==> src/rtl/ad_pkg.sv <==
// rtl/ad_pkg.sv - shared constants and sample conversion for the ADC capture path
// Purpose: default widths/ratios for ad_ctrl and the offset-binary to
//          two's-complement helper used at the default sample width.
// Optional feature macro: ADC_OTR_CNT_EN (see ad_ctrl).
package ad_pkg;

  localparam int DW_DEF      = 14;
  localparam int CLK_DIV_DEF = 4;
  localparam int OTR_CNT_W   = 16;

  // Offset binary to two's complement: inverting the MSB maps mid-scale
  // (100..0) to zero and full-scale to the most positive value.
  function automatic logic [DW_DEF-1:0] ob2tc(input logic [DW_DEF-1:0] din);
    return {~din[DW_DEF-1], din[DW_DEF-2:0]};
  endfunction

endpackage

==> src/rtl/ad_clk_div.sv <==
// rtl/ad_clk_div.sv - ADC sample clock divider and capture-tick generator
// Purpose: divides i_clk by CLK_DIV into a registered 50% duty o_adc_clk and
//          flags the divider phase at which the input register is captured.
// Ports:
//   i_clk      in   system clock
//   i_rst_n    in   async active-low reset
//   i_en       in   enable; when low the divider parks at CLK_DIV-1
//   o_adc_clk  out  ADC sample clock, registered
//   o_tick     out  capture tick (en=1 and count==SAMPLE_PHASE), combinational
module ad_clk_div
  import ad_pkg::*;
#(
  parameter int CLK_DIV      = CLK_DIV_DEF,
  parameter int SAMPLE_PHASE = 2
) (
  input  logic i_clk,
  input  logic i_rst_n,
  input  logic i_en,
  output logic o_adc_clk,
  output logic o_tick
);

  localparam int CW = (CLK_DIV > 2) ? $clog2(CLK_DIV) : 1;
  localparam logic [CW-1:0] LAST  = CW'(CLK_DIV - 1);
  localparam logic [CW-1:0] HALF  = CW'(CLK_DIV / 2);
  localparam logic [CW-1:0] PHASE = CW'(SAMPLE_PHASE);

  logic [CW-1:0] r_cnt;
  logic [CW-1:0] w_cnt_next;
  logic          r_adc_clk;

  // Parking at LAST while disabled makes the first enabled edge wrap to 0,
  // so adc_clk rises on the very first clk edge that samples en high.
  always_comb begin
    w_cnt_next = LAST;
    if (i_en) begin
      w_cnt_next = (r_cnt == LAST) ? '0 : r_cnt + 1'b1;
    end
  end

  always_ff @(posedge i_clk or negedge i_rst_n) begin
    if (!i_rst_n) begin
      r_cnt     <= LAST;
      r_adc_clk <= 1'b0;
    end else begin
      r_cnt     <= w_cnt_next;
      r_adc_clk <= i_en && (w_cnt_next < HALF);
    end
  end

  assign o_adc_clk = r_adc_clk;
  assign o_tick    = i_en && (r_cnt == PHASE);

endmodule

==> src/rtl/ad_ctrl.sv <==
// rtl/ad_ctrl.sv - ADC receive controller: sample clock, capture, pipeline flush
// Purpose: drives the ADC sample clock, registers the parallel ADC word,
//          converts it to two's complement and strobes o_dout_valid once per
//          sample after discarding ADC_LATENCY pipeline samples on enable.
// Optional feature macro: ADC_OTR_CNT_EN adds a saturating over-range counter;
//          without it o_otr_cnt is tied to zero and i_otr_clr is ignored.
// Ports:
//   i_clk, i_rst_n        system clock, async active-low reset
//   i_en                  capture enable
//   i_adc_data, i_adc_otr ADC data word and out-of-range pin
//   o_adc_clk             ADC sample clock
//   o_dout, o_dout_otr    captured sample (two's complement) and over-range flag
//   o_dout_valid          one-clk strobe marking a new o_dout
//   o_otr_cnt, i_otr_clr  over-range count and its clear
module ad_ctrl
  import ad_pkg::*;
#(
  parameter int DW           = DW_DEF,
  parameter int CLK_DIV      = CLK_DIV_DEF,
  parameter int SAMPLE_PHASE = 2,
  parameter int ADC_LATENCY  = 7,
  parameter bit TWOS_IN      = 1'b0
) (
  input  logic                 i_clk,
  input  logic                 i_rst_n,
  input  logic                 i_en,
  input  logic [DW-1:0]        i_adc_data,
  input  logic                 i_adc_otr,
  output logic                 o_adc_clk,
  output logic [DW-1:0]        o_dout,
  output logic                 o_dout_otr,
  output logic                 o_dout_valid,
  output logic [OTR_CNT_W-1:0] o_otr_cnt,
  input  logic                 i_otr_clr
);

  localparam logic [7:0] FLUSH_INIT = 8'(ADC_LATENCY);

  logic          w_tick;
  logic [DW-1:0] w_conv;
  logic [DW-1:0] r_din;
  logic          r_otr;
  logic [7:0]    r_flush;
  logic [DW-1:0] r_dout;
  logic          r_dout_otr;
  logic          r_dout_valid;

  ad_clk_div #(
    .CLK_DIV      (CLK_DIV),
    .SAMPLE_PHASE (SAMPLE_PHASE)
  ) u_clk_div (
    .i_clk     (i_clk),
    .i_rst_n   (i_rst_n),
    .i_en      (i_en),
    .o_adc_clk (o_adc_clk),
    .o_tick    (w_tick)
  );

  generate
    if (TWOS_IN) begin : g_conv_pass
      assign w_conv = r_din;
    end else if (DW == DW_DEF) begin : g_conv_pkg
      assign w_conv = ob2tc(r_din);
    end else begin : g_conv_msb
      assign w_conv = {~r_din[DW-1], r_din[DW-2:0]};
    end
  endgenerate

  // The input register decouples the ADC pins from the capture logic; with the
  // output register this gives a fixed two-edge pin-to-dout latency.
  always_ff @(posedge i_clk or negedge i_rst_n) begin
    if (!i_rst_n) begin
      r_din        <= '0;
      r_otr        <= 1'b0;
      r_flush      <= FLUSH_INIT;
      r_dout       <= '0;
      r_dout_otr   <= 1'b0;
      r_dout_valid <= 1'b0;
    end else begin
      r_din        <= i_adc_data;
      r_otr        <= i_adc_otr;
      r_dout_valid <= 1'b0;
      if (!i_en) begin
        r_flush <= FLUSH_INIT;
      end else if (w_tick) begin
        // Samples emerging during the first ADC_LATENCY periods were converted
        // before the clock was running and are dropped.
        if (r_flush != 8'd0) begin
          r_flush <= r_flush - 8'd1;
        end else begin
          r_dout       <= w_conv;
          r_dout_otr   <= r_otr;
          r_dout_valid <= 1'b1;
        end
      end
    end
  end

  assign o_dout       = r_dout;
  assign o_dout_otr   = r_dout_otr;
  assign o_dout_valid = r_dout_valid;

`ifdef ADC_OTR_CNT_EN
  logic [OTR_CNT_W-1:0] r_otr_cnt;

  always_ff @(posedge i_clk or negedge i_rst_n) begin
    if (!i_rst_n) begin
      r_otr_cnt <= '0;
    end else if (i_otr_clr) begin
      r_otr_cnt <= '0;
    end else if (r_dout_valid && r_dout_otr && (r_otr_cnt != '1)) begin
      r_otr_cnt <= r_otr_cnt + 1'b1;
    end
  end

  assign o_otr_cnt = r_otr_cnt;
`else
  logic w_unused_otr_clr;

  assign w_unused_otr_clr = i_otr_clr;
  assign o_otr_cnt        = '0;
`endif

endmodule
==> config.mk <==
export PLATFORM = sky130hd
export DESIGN_NAME = ad_ctrl
export DESIGN_NICKNAME = d
export VERILOG_FILES = /design/src/rtl/ad_pkg.sv /design/src/rtl/ad_clk_div.sv /design/src/rtl/ad_ctrl.sv
export SDC_FILE = /design/constraint.sdc
export NUM_CORES = 1
export LEC_CHECK = 0
export CORE_MARGIN = 2
export CORE_UTILIZATION = 46
export DETAILED_ROUTE_END_ITERATION = 7
export PLACE_DENSITY = 0.82
export REMOVE_ABC_BUFFERS = 1
export SLEW_MARGIN = 10
export SYNTH_ARGS = -nofsm -noshare
export SYNTH_HDL_FRONTEND = slang
export SYNTH_SLANG_ARGS = --single-unit
==> constraint.sdc <==
create_clock -name i_clk -period 2.5 [get_ports i_clk]
set_input_delay 0.75 -clock i_clk [delete_from_list [all_inputs] [get_ports i_clk]]
set_output_delay 0.75 -clock i_clk [all_outputs]
set_load 0.02 [all_outputs]
==> results.md <==
Final layout:
- The fraction of layout instances using a drive strength above 1 is 20.2%.
- The final layout contains 185 nets.
- Cells fill around three fifths of the core in the end.
- With fillers left out, the area of the finished cells amounts to 2150 um^2.
- The antenna diode count is 0.
- From synthesis to final layout, the design area changed by 24.1%.

Synth:
- By area the synthesized netlist is led by dfrtp_1 53%, dfstp_2 7.6%, buf_4 6.9%.
- The count of flip-flops with a built-in enable after synthesis is 0.
- The share of the yosys chip area belonging to registers is between 60% and 70%.
- The mean post-synth cell area is 14.1 um^2.
- The flip-flop and latch count after synthesis is 42.
- Of all cell types, the one taking the most synthesized area is dfrtp_1.
- The number of unique standard cell types used by synthesis is 31.
- Synthesis produced 123 cells.
- In the synthesized netlist the dominant register cell turns out to be dfrtp_1.
- The warning count from the yosys run is 0.
- The proportion of register bits with asynchronous set or reset after synthesis is 100%.
- The top cell type by area accounts for a little over half of the synthesized area.
- In this run the cell area of the synthesized design comes to 1730 um^2.

Worst setup path:
- At the worst endpoint, the arrival time is 2210 ps.
- The critical path is of the reg2reg type.
- The kind of end point of the critical path is a flop.
- At the worst endpoint, the required time is roughly 2700 ps.
- In this run the critical register-to-register path is launched from r_flush[0].
- The number of cells on the worst reg-to-reg path is 6.
- In this run the critical register-to-register path is captured at o_dout[3].
- The kind of start point of the critical path is a flop.
- Of all nets on the critical path, the largest fanout is 16.
- Setup slack on the worst reg-to-reg path comes out at 450 ps.

Timing:
- The relative slew slack is 42.9%.
- The final total negative setup slack is 0 ps.
- For the finished layout, the period the worst path requires is slightly above 2000 ps.
- At the pin with the least slew margin, the transition time is 857 ps.
- Setup violations remaining at the end of the flow were counted as 0.
- The max-slew violation count is 0.
- The setup clock skew after layout is 5.40 ps.
- Setup repair after global routing left no endpoint under its margin.
- The count of final hold-check violations is 0.
- Static timing analysis puts the maximum clock frequency at 0.489 GHz.
- The worst path setup slack after routing is between 400 and 500 ps.
- Dividing the final minimum period by the clock period gives 81.8%.

Global route:
- The via count of the first global-routing pass came to 1117.
- The global router's overall resource usage is 15.8%.
- The global-route congestion overflow total is 0.
- The first global-routing pass estimated 5.04 mm of wire.
- The number of antenna violations at the first check in global routing is 0.
- The pin count of the biggest net entering global routing is 43.

Clock network:
- At the later pin of the worst-skew pair, clock insertion delay measures 280 ps.
- The clock slew seen by the registers of the worst setup and hold paths is approximately 80 ps.
- TritonCTS built the clock tree.
- The number of buffers added to fix hold violations after cts is 0.
- The clock net sink count is 42.
- Buffers inserted during clock tree synthesis total 5.
- The H-tree generated during clock tree synthesis spans 2 levels.
- The post-cts sizing count is 0.
- The number of post-CTS setup repair buffers is 0.
- The clock root buffer master is clkbuf_8.
- Counting along the longest clock path gives a buffer depth of 2.

Route:
- After detailed routing, the number of remaining DRC violations is 0.
- After detailed routing, the number of vias per cell comes to 4.86.
- Before antenna repair, the detailed router went through 4 iterations.
- In this run the remaining antenna-violating nets after routing total 0.
- The initial detailed-routing violation count is 18.
- The routed layout has slightly above 1000 vias.
- Dividing the detail-routed wire length by the instance count gives 13.4 um.
- Summed over all layers, the routed wires come to 2.84 mm.

Floorplan:
- From left edge to right edge, the die measures 65.4 um.
- The placeable core area is roughly 3600 um^2.
- The floorplan die area is around 4300 um^2.
- After floorplanning, the core was divided into 22 placement rows.
- For this configuration, the core starts out at a cell density of 47.7%.
- The count of pins on the block boundary is 52.
- The floorplan step set the die height to 65.4 um.

Pwr:
- The power density of the placed cells is ~570 nW/um^2.
- The worst-case IR drop observed on VDD is about 0.38 mV.
- In this run the static leakage power is 0.990 nW.
- After layout, the design draws a total of between 1 and 1.5 mW.

Place:
- The HPWL after detailed placement is 2.10 mm.
- During placement, the flow inserted port buffers numbering 34.
- Before CTS, the worst setup slack after placement is 196 ps.
- Summing all placed instances gives a cell area of between 2000 and 2500 um^2.
- The congestion estimate from routability-driven global placement came to 0.670.

Job:
- Max-cap violations in this run came to 0.

Hold path:
- The path class of the tightest hold or removal check is reg2reg.
- The destination of the worst hold path is o_dout[13].
- The cell depth of the worst min-delay path is 1.
- The startpoint of the lowest-slack hold path is r_din[13].

Run status:
- The flow ran to the end, and the final reports show no timing, DRC or antenna violations.
## metal layers
layer | wire length, um | vias up | global-route usage, %
li1 | - | 470 | -
met1 | 1100 | 499 | 19.0
met2 | 1500 | 54 | 25.9
met3 | 207 | 2 | 5.14
met4 | 34 | 0 | 7.03
met5 | 0 | - | 0
## cell usage in the layout, fill, tap and decap left out, drive strengths merged
cell and count:
o21ai 3, nor4 1, ha 4, nor3 1, dfrtp 37, or4 3
o31a 1, nand2b 1, clkdlybuf4s50 33, mux2i 2, mux2 15, o41ai 1
inv 7, a21oi 3, o31ai 1, conb 16, o311ai 1, and2 1
clkbuf 6, or3 2, buf 3, o2111ai 1, dfstp 5, nor3b 1
clkinv 2, nand2 5, a21boi 1, a211o 2, a211oi 2, or3b 2
## flip-flops by register name, summed over array words and instances, names as in the netlist
name	flops
o_dout	14
r_din	14
r_flush	8
u_clk_div.r_cnt	2
o_dout_otr	1
o_dout_valid	1
r_otr	1
u_clk_div.o_adc_clk	1
## worst max-delay path, stage by stage (launching register included)
cell     delay, ps
dfstp_2        380
inv_1          100
ha_1           190
or3b_2         510
nor3_4         220
buf_12         190
mux2_2         350
## metrics by stage
| step | hold WS [ps] | cells |
|---|---|---|
| 6_report | 421 | 211 |
| 5_1_grt | 437 | 211 |
| 4_1_cts | 425 | 211 |
| 3_5_place_dp | 418 | 203 |
| 3_3_place_gp | 409 | 203 |
| 2_1_floorplan | 402 | 119 |
## logic make-up (layout without fill, tap and decap cells)
kind of cell / count (synthesis) / after routing / synth area share (%)
AO/OA/AOI/OAI: 16 / 16 / 6.50
adder cells (fa/ha/maj): 4 / 4 / 2.89
buffers and inverters: 26 / 51 / 10.1
flip-flops: 42 / 42 / 61.1
multiplexers: 17 / 17 / 12.6
other: 1 / 16 / 0.217
AND/OR/NAND/NOR: 17 / 17 / 6.58
## cell usage after synthesis (2+ instances only)
master    instances
nand2_1           5
dfrtp_1          37
or4_1             3
dfstp_2           5
or3b_2            2
ha_1              4
a211o_1           2
buf_4            16
o21ai_0           3
mux2_2            7
inv_1             7
a211oi_1          2
a21oi_1           3
or3_1             2
mux2_4            8
mux2i_1           2
## how the worst max path moves through the flow
stage / to / start / depth (start not counted)
after floorplan: o_dout[0] / r_flush[0] / 5
after global placement: r_flush[7] / i_en / 5
after detailed placement: r_flush[7] / i_en / 5
after CTS: o_dout[3] / r_flush[0] / 6
after global routing: o_dout[1] / r_flush[0] / 6
final: o_dout[3] / r_flush[0] / 6
## cell type report
type                       instances  area, um^2
timing repair buffer              36         363
inverter                           7        26.3
multi-input combinational         70         556
tap                               48        60.1
clock buffer                       6        72.6
fill                             309        1490
clock inverter                     2        13.8
sequential                        42        1060
## power by group
group / total, mW / internal (mW) / switching, mW / leakage [nW]
registers: 0.717 / 0.708 / 0.00982 / 0.529
logic: 0.104 / 0.0424 / 0.0620 / 0.416
clock network: 0.408 / 0.197 / 0.211 / 0.0452
No activity file was read; power rests on OpenSTA's default activity.
